--- config.mk ---
export PLATFORM = sky130hd
export DESIGN_NAME = fixed_point_mul_pipe
export DESIGN_NICKNAME = d
export VERILOG_FILES = /design/src/rtl/fixed_point_mul_pipe.sv
export SDC_FILE = /design/constraint.sdc
export NUM_CORES = 1
export LEC_CHECK = 0
export ABC_AREA = 1
export BUFFER_PORTS_ARGS = -buffer_cell sky130_fd_sc_hd__clkbuf_2
export CAP_MARGIN = 20
export CORE_UTILIZATION = 45
export CTS_BUF_LIST = sky130_fd_sc_hd__clkbuf_8
export CTS_CLUSTER_DIAMETER = 60
export CTS_CLUSTER_SIZE = 16
export DETAILED_ROUTE_END_ITERATION = 12
export PLACE_DENSITY_LB_ADDON = 0.05
export SYNTH_ARGS = -nofsm -noshare
export SYNTH_HDL_FRONTEND = slang
export SYNTH_SLANG_ARGS = --single-unit
--- constraint.sdc ---
create_clock -name clk -period 5.6 [get_ports clk]
set_input_delay 0 -clock clk [delete_from_list [all_inputs] [get_ports clk]]
set_output_delay 0 -clock clk [all_outputs]
set_load 0.005 [all_outputs]
--- src/rtl/fixed_point_mul_pipe.sv ---
// Three-stage signed Q(INTEGER).(FRACTION) multiplier with valid/ready flow control.
// Define FXP_MUL_SATURATE_EN to clamp overflowing results; otherwise they wrap.
module fixed_point_mul_pipe #(
  parameter int DATA_WIDTH = 16,
  parameter int INTEGER    = 8,
  parameter int FRACTION   = 8,
  parameter int ROUND      = 0
) (
  input  logic                  clk,
  input  logic                  rst,
  input  logic                  in_valid,
  output logic                  in_ready,
  input  logic [DATA_WIDTH-1:0] in1,
  input  logic [DATA_WIDTH-1:0] in2,
  output logic                  out_valid,
  input  logic                  out_ready,
  output logic [DATA_WIDTH-1:0] out,
  output logic                  ovf
);

  localparam int PW = 2 * DATA_WIDTH;
  localparam int XW = PW + 1;
  localparam logic [XW-1:0] ROUND_ADD = (ROUND != 0) ? (XW'(1) << (FRACTION - 1)) : '0;

  if (DATA_WIDTH != INTEGER + FRACTION || FRACTION < 1) begin : g_bad_cfg
    $error("fixed_point_mul_pipe: DATA_WIDTH must equal INTEGER + FRACTION, FRACTION >= 1");
  end

  logic                         s1_valid_q, s2_valid_q, s3_valid_q;
  logic signed [DATA_WIDTH-1:0] a_q, b_q;
  logic signed [PW-1:0]         prod_q, prod_d;
  logic [DATA_WIDTH-1:0]        out_q, res_d;
  logic                         ovf_q, ovf_d;
  logic signed [XW-1:0]         p_round, p_shift;
  logic signed [DATA_WIDTH-1:0] cand;
  logic                         adv;

  // One enable moves the whole pipe, so a stalled head freezes every stage.
  assign adv      = !s3_valid_q || out_ready;
  assign in_ready = adv;

  assign prod_d = PW'(a_q) * PW'(b_q);

  // NOTE: every signal written here gets a value on every path first, so no latch is inferred.
  always_comb begin
    p_round = XW'(prod_q) + ROUND_ADD;
    p_shift = p_round >>> FRACTION;
    cand    = p_shift[DATA_WIDTH-1:0];
    // The extra top bit keeps the rounding add from wrapping; any bit above the
    // candidate that disagrees with its sign means the value does not fit.
    ovf_d   = (p_shift != XW'(cand));
    res_d   = cand;
`ifdef FXP_MUL_SATURATE_EN
    if (ovf_d) begin
      res_d = p_round[XW-1] ? {1'b1, {(DATA_WIDTH-1){1'b0}}}
                            : {1'b0, {(DATA_WIDTH-1){1'b1}}};
    end
`endif
  end

  // NOTE: sequential state uses non-blocking assignments so every stage samples pre-edge values.
  always_ff @(posedge clk) begin
    if (rst) begin
      s1_valid_q <= 1'b0;
      s2_valid_q <= 1'b0;
      s3_valid_q <= 1'b0;
      out_q      <= '0;
      ovf_q      <= 1'b0;
    end else if (adv) begin
      s1_valid_q <= in_valid;
      s2_valid_q <= s1_valid_q;
      s3_valid_q <= s2_valid_q;
      if (s2_valid_q) begin
        out_q <= res_d;
        ovf_q <= ovf_d;
      end
    end
  end

  // NOTE: operand and product registers carry no reset; their valid bits already mark them as empty.
  always_ff @(posedge clk) begin
    if (adv) begin
      if (in_valid) begin
        a_q <= in1;
        b_q <= in2;
      end
      if (s1_valid_q) begin
        prod_q <= prod_d;
      end
    end
  end

  assign out_valid = s3_valid_q;
  assign out       = out_q;
  assign ovf       = ovf_q;

endmodule

# After elaboration in Yosys (flattened, before gate mapping)
# Cells that the tools add are included.
# word_totals
input_bits	36
word_cells	15
regBits	84
output_inout_bits	19
# classes
reduce_logical	5
n_eq_ne	1
mul	1
# op_table
op	count
16-bit by 16-bit multiplier with 32-bit output	1
8-bit by 1-bit != test with 1-bit output	1
2-bit AND reduction	3
1-bit zero test	1
1-bit logical OR	1

# Longest topological paths before layout
# depth
depth_word	3
depth_mapped	27
depth_no_buf	25

# Least setup slack after synthesis
# Ideal clock, no wire load.
# synth_path
kind	register -> register
start	register a_q[15]
end	register prod_q[28], data pin
arrival_time_ns	5.237
path_buffers	1
path_slack_ns	0.111
stages_incl_launch_ff	19
setup_ns	0.252
required_ns	5.348
synth_period_minus_slack_ns	5.489
path_cell_list	edfxtp_1 clkbuf_1 nand2_1 inv_1 fa_1 fa_1 inv_1 fa_1 inv_1 fa_1 fa_1 fa_1 ha_1 nand2_1 nor3_1 nand2_1 o21bai_1 nand3_1 nand2_1
# synth_via
elab_chain_cells	1
# synth_lines
item	line	rtl
start, declared	30	logic signed [DATA_WIDTH-1:0] a_q, b_q;
start signal, assigned	84	a_q <= in1;
16-bit by 16-bit multiplier with 32-bit output	42	assign prod_d = PW'(a_q) * PW'(b_q);
via prod_d[28]	31	logic signed [PW-1:0] prod_q, prod_d;
end signal, assigned	88	prod_q <= prod_d;
end, declared	31	
# The timed path passes the listed nets, and every way through them passes these cells.
# A chain may end at the register's enable or synchronous reset.

# Final worst setup path
# layout_path
start	register a_q[15]
end	register prod_q[27], data pin
# Same word-level chain as after synthesis.

==> summary.md <==
| Metric | Value |
|---|---|
| Final routed DRC violation total | `0` |
| Max FO, Critical Path | `5` |
| GRT met3 Usage | `0.0213` |
| Achievable Freq | `0.185 GHz` |
| First-pass GRT wire length | `between 50,000 and 60,000 microns` |
| TritonRoute pass-1 iters | `4` |
| Fin nets | `between 2,000 and 2,500` |
| Count leader, synth | `inv_1` |
| Clk_skew | `0.0250 ns` |
| Htree depth | `3` |
| Initial antenna violation count | `0` |
| Flops & latches, synth | `76` |
| Post-Route Utilization | `0.559` |
| Reg2reg setup slack | `0.18 ns` |
| CTS clk-pin slew, worst paths | `0.11 ns` |
| Synthesized net count | `1,969` |
| CTS Sinks | `76` |
| CTS tree | `done` |
| M2 GR Usage | `0.425` |
| Number of global-route vias before repair | `between 10,000 and 15,000` |
| Routability Congestion | `0.880` |
| Filler cells | `2,710` |
| Overall Global Routing Usage | `0.230` |
| Die ar. | `0.0296 sq mm` |
| Insertion delay to the later sink of the worst-skew pair | `0.38 ns` |
| Area occupied by registers | `0.00208 sq mm` |
| Worst Path Arrival | `~5.5 ns` |
| Synth top cells by count | `478 x inv_1, 402 x nand2_1, 261 x fa_1` |
| Area leader, netlist | `fa_1` |
| Worst EP required | `5.72 ns` |
| Final worst setup slack | `0.181 ns` |
| Chip Height | `172 microns` |
| Clock tree buffer depth | `2` |
| Slew Viols, Final | `0` |
| Sequential fraction of the synthesis area | `0.160` |
| Crit start category | `flop` |
| Initial Util | `0.464` |
| RSZ-0062 raised after global routing | `true` |
| GR Overflow Total | `0` |
| Synth top area share | `0.401` |
| Status | `finished clean` |
| Antenna cells | `0` |
| Hold Path Depth | `2` |
| Share of layout cells above drive strength 1 | `0.170` |
| Max-cap viol count | `0` |
| Worst-Margin Slew | `0.922 ns` |
| # rows | `61` |
| Core Footprint | `between 0.02 and 0.03 sq mm` |
| Setup violators final | `0` |
| Detailed Route Iter0 Violations | `486` |
| Post-placement cell count | `between 2,000 and 2,500` |
| EDFF count, synth | `56` |
| Syn Inst Count | `1,593` |
| Min cycle time layout | `5.42 ns` |
| Largest net degree at the start of global routing | `33` |
| Ranking of synthesized cells by area | `fa_1 40%, inv_1 14%, edfxtp_1 13%` |
| Buffers on Ports | `54` |
| Fin crit share | `0.968` |
| Die width | `172 microns` |
| Synthesized cell area | `0.0130 sq mm` |
| Fin cells | `2,130` |
| Multi-input logic area | `roughly 0.0094 sq mm` |
| Via Count | `9,929` |
| Routed Antenna Nets | `0` |
| HP Class | `in2reg` |
| Routed WL per cell | `14.7 microns` |
| Hold Vio Cnt, Final | `0` |
| Worst Setup End Kind | `flop` |
| Pre-CTS setup slack | `-0.0921 ns` |
| Global routing met1 resource utilization | `0.289` |
| Worst r2r src | `a_q[15]` |
| Via/cell ratio | `4.66` |
| CTS root buf | `clkbuf_8` |
| WHS Endpoint | `b_q[5]` |
| Area grow syn2layout | `20.7%` |
| Async SR Flop Fraction | `0` |
| Most common flop cell mapped by yosys | `edfxtp_1` |
| Relative slew slack | `0.385` |
| Critical path class | `reg2reg` |
| Final WL | `31,300 microns` |
| GR peak layer | `met2` |
| Syn avg cell area | `8.17 sq um` |
| Cells on worst reg2reg path | `18` |
| I/O pins | `55` |
| Synth warn | `0` |
| Hold Path Origin | `in2[5]` |
| DP HPWL | `25,900 microns` |
| R2r endpoint | `prod_q[27]` |
| Synth unique cells | `28` |
| Num CTS Buffers | `9` |
-- kinds of logic after synthesis --
family	count (synthesis)	share of synthesized area
simple gates	540	0.163
flops	76	0.160
buf+inv	540	0.156
compound gates	79	0.0315
fa+ha+maj	340	0.477
xor+xnor	18	0.0121
-- layout by cell type, fill, tap and decap left out, types with 4 or more instances in the layout --
cell	instances
xor2_1	13
inv_2	7
o21ai_0	25
clkbuf_2	54
ha_1	59
clkbuf_8	9
inv_1	469
buf_4	92
nand3_1	25
nand2_2	22
xnor2_1	5
nor2_2	11
buf_6	11
fa_1	253
o21ai_1	11
fa_2	8
nand2_1	379
buf_12	12
dfxtp_1	20
nor2_1	70
nand2_4	7
ha_4	19
a21oi_2	17
edfxtp_1	56
dlygate4sd3_1	36
a21oi_1	18
nand4_1	5
nor2_4	4
-- metal layers --
layer,up-vias,share of wire
li1,4850,-
met1,4910,0.44
met2,137,0.52
met3,32,0.023
met4,0,0.015
met5,-,0
-- per-stage QoR --
| step | instance area [sq um] | hold slack, ns | setup TNS, ns |
|---|---|---|---|
| 3_5_place_dp | 14400 | 0.179 | -0.0921 |
| 5_1_grt | 15700 | 0.311 | -0.180 |
| 6_report | 15700 | 0.321 | 0 |
| 4_1_cts | 15000 | 0.302 | 0 |
| 3_3_place_gp | 14400 | 0.177 | -0.0720 |
| 2_1_floorplan | 13000 | 0.0691 | 0 |
-- layout make-up --
type / instances / area share
Clock buffer: 9 / 0.00788
Clock inverter: 7 / 0.00669
Inverter: 478 / 0.115
Multi-Input combinational cell: 977 / 0.601
Sequential cell: 76 / 0.132
Tap cell: 378 / 0.0301
Timing Repair Buffer: 205 / 0.107
-- worst max-delay path, cell delays in order (launching register included) --
cell	delay, ns
edfxtp_1	0.49
buf_6	0.17
nand2_4	0.06
inv_2	0.04
fa_2	0.65
fa_2	0.54
buf_6	0.17
fa_1	0.49
fa_1	0.45
fa_1	0.58
fa_1	0.46
ha_4	0.35
nand2_4	0.07
nor2_4	0.12
nand2_1	0.10
nor4_2	0.15
nand2_1	0.11
nand3_1	0.09
nand2_1	0.07
-- state kept, by name (all words and copies together), names as in the netlist --
| register | count |
|---|---|
| out | 16 |
| s1_valid_q | 1 |
| prod_q | 24 |
| out_valid | 1 |
| b_q | 16 |
| s2_valid_q | 1 |
| ovf | 1 |
| a_q | 16 |
-- worst max path at each step --
stage | startpoint | end | slack (ns) | cells past startpoint
floorplan | a_q[15] | prod_q[28] | 0.11 | 18
global placement | a_q[12] | prod_q[25] | -0.07 | 21
detailed placement | a_q[15] | prod_q[25] | -0.09 | 19
CTS | b_q[1] | prod_q[29] | 0.001 | 24
global route | b_q[4] | prod_q[27] | -0.06 | 22
finish | a_q[15] | prod_q[27] | 0.18 | 18
-- what timing repair did --
action | CTS | global route
buffers inserted | 1 | 14
hold buffers | 36 | 0
pin swaps | 0 | 28
endpoints found under the hold margin | 35 | 0
resized for setup | 4 | 142
endpoints found under the setup margin | 8 | 19
Power is left out: the tool's default activity adds up to more than one toggle a clock period on the data nets, which glitch-free logic cannot reach.
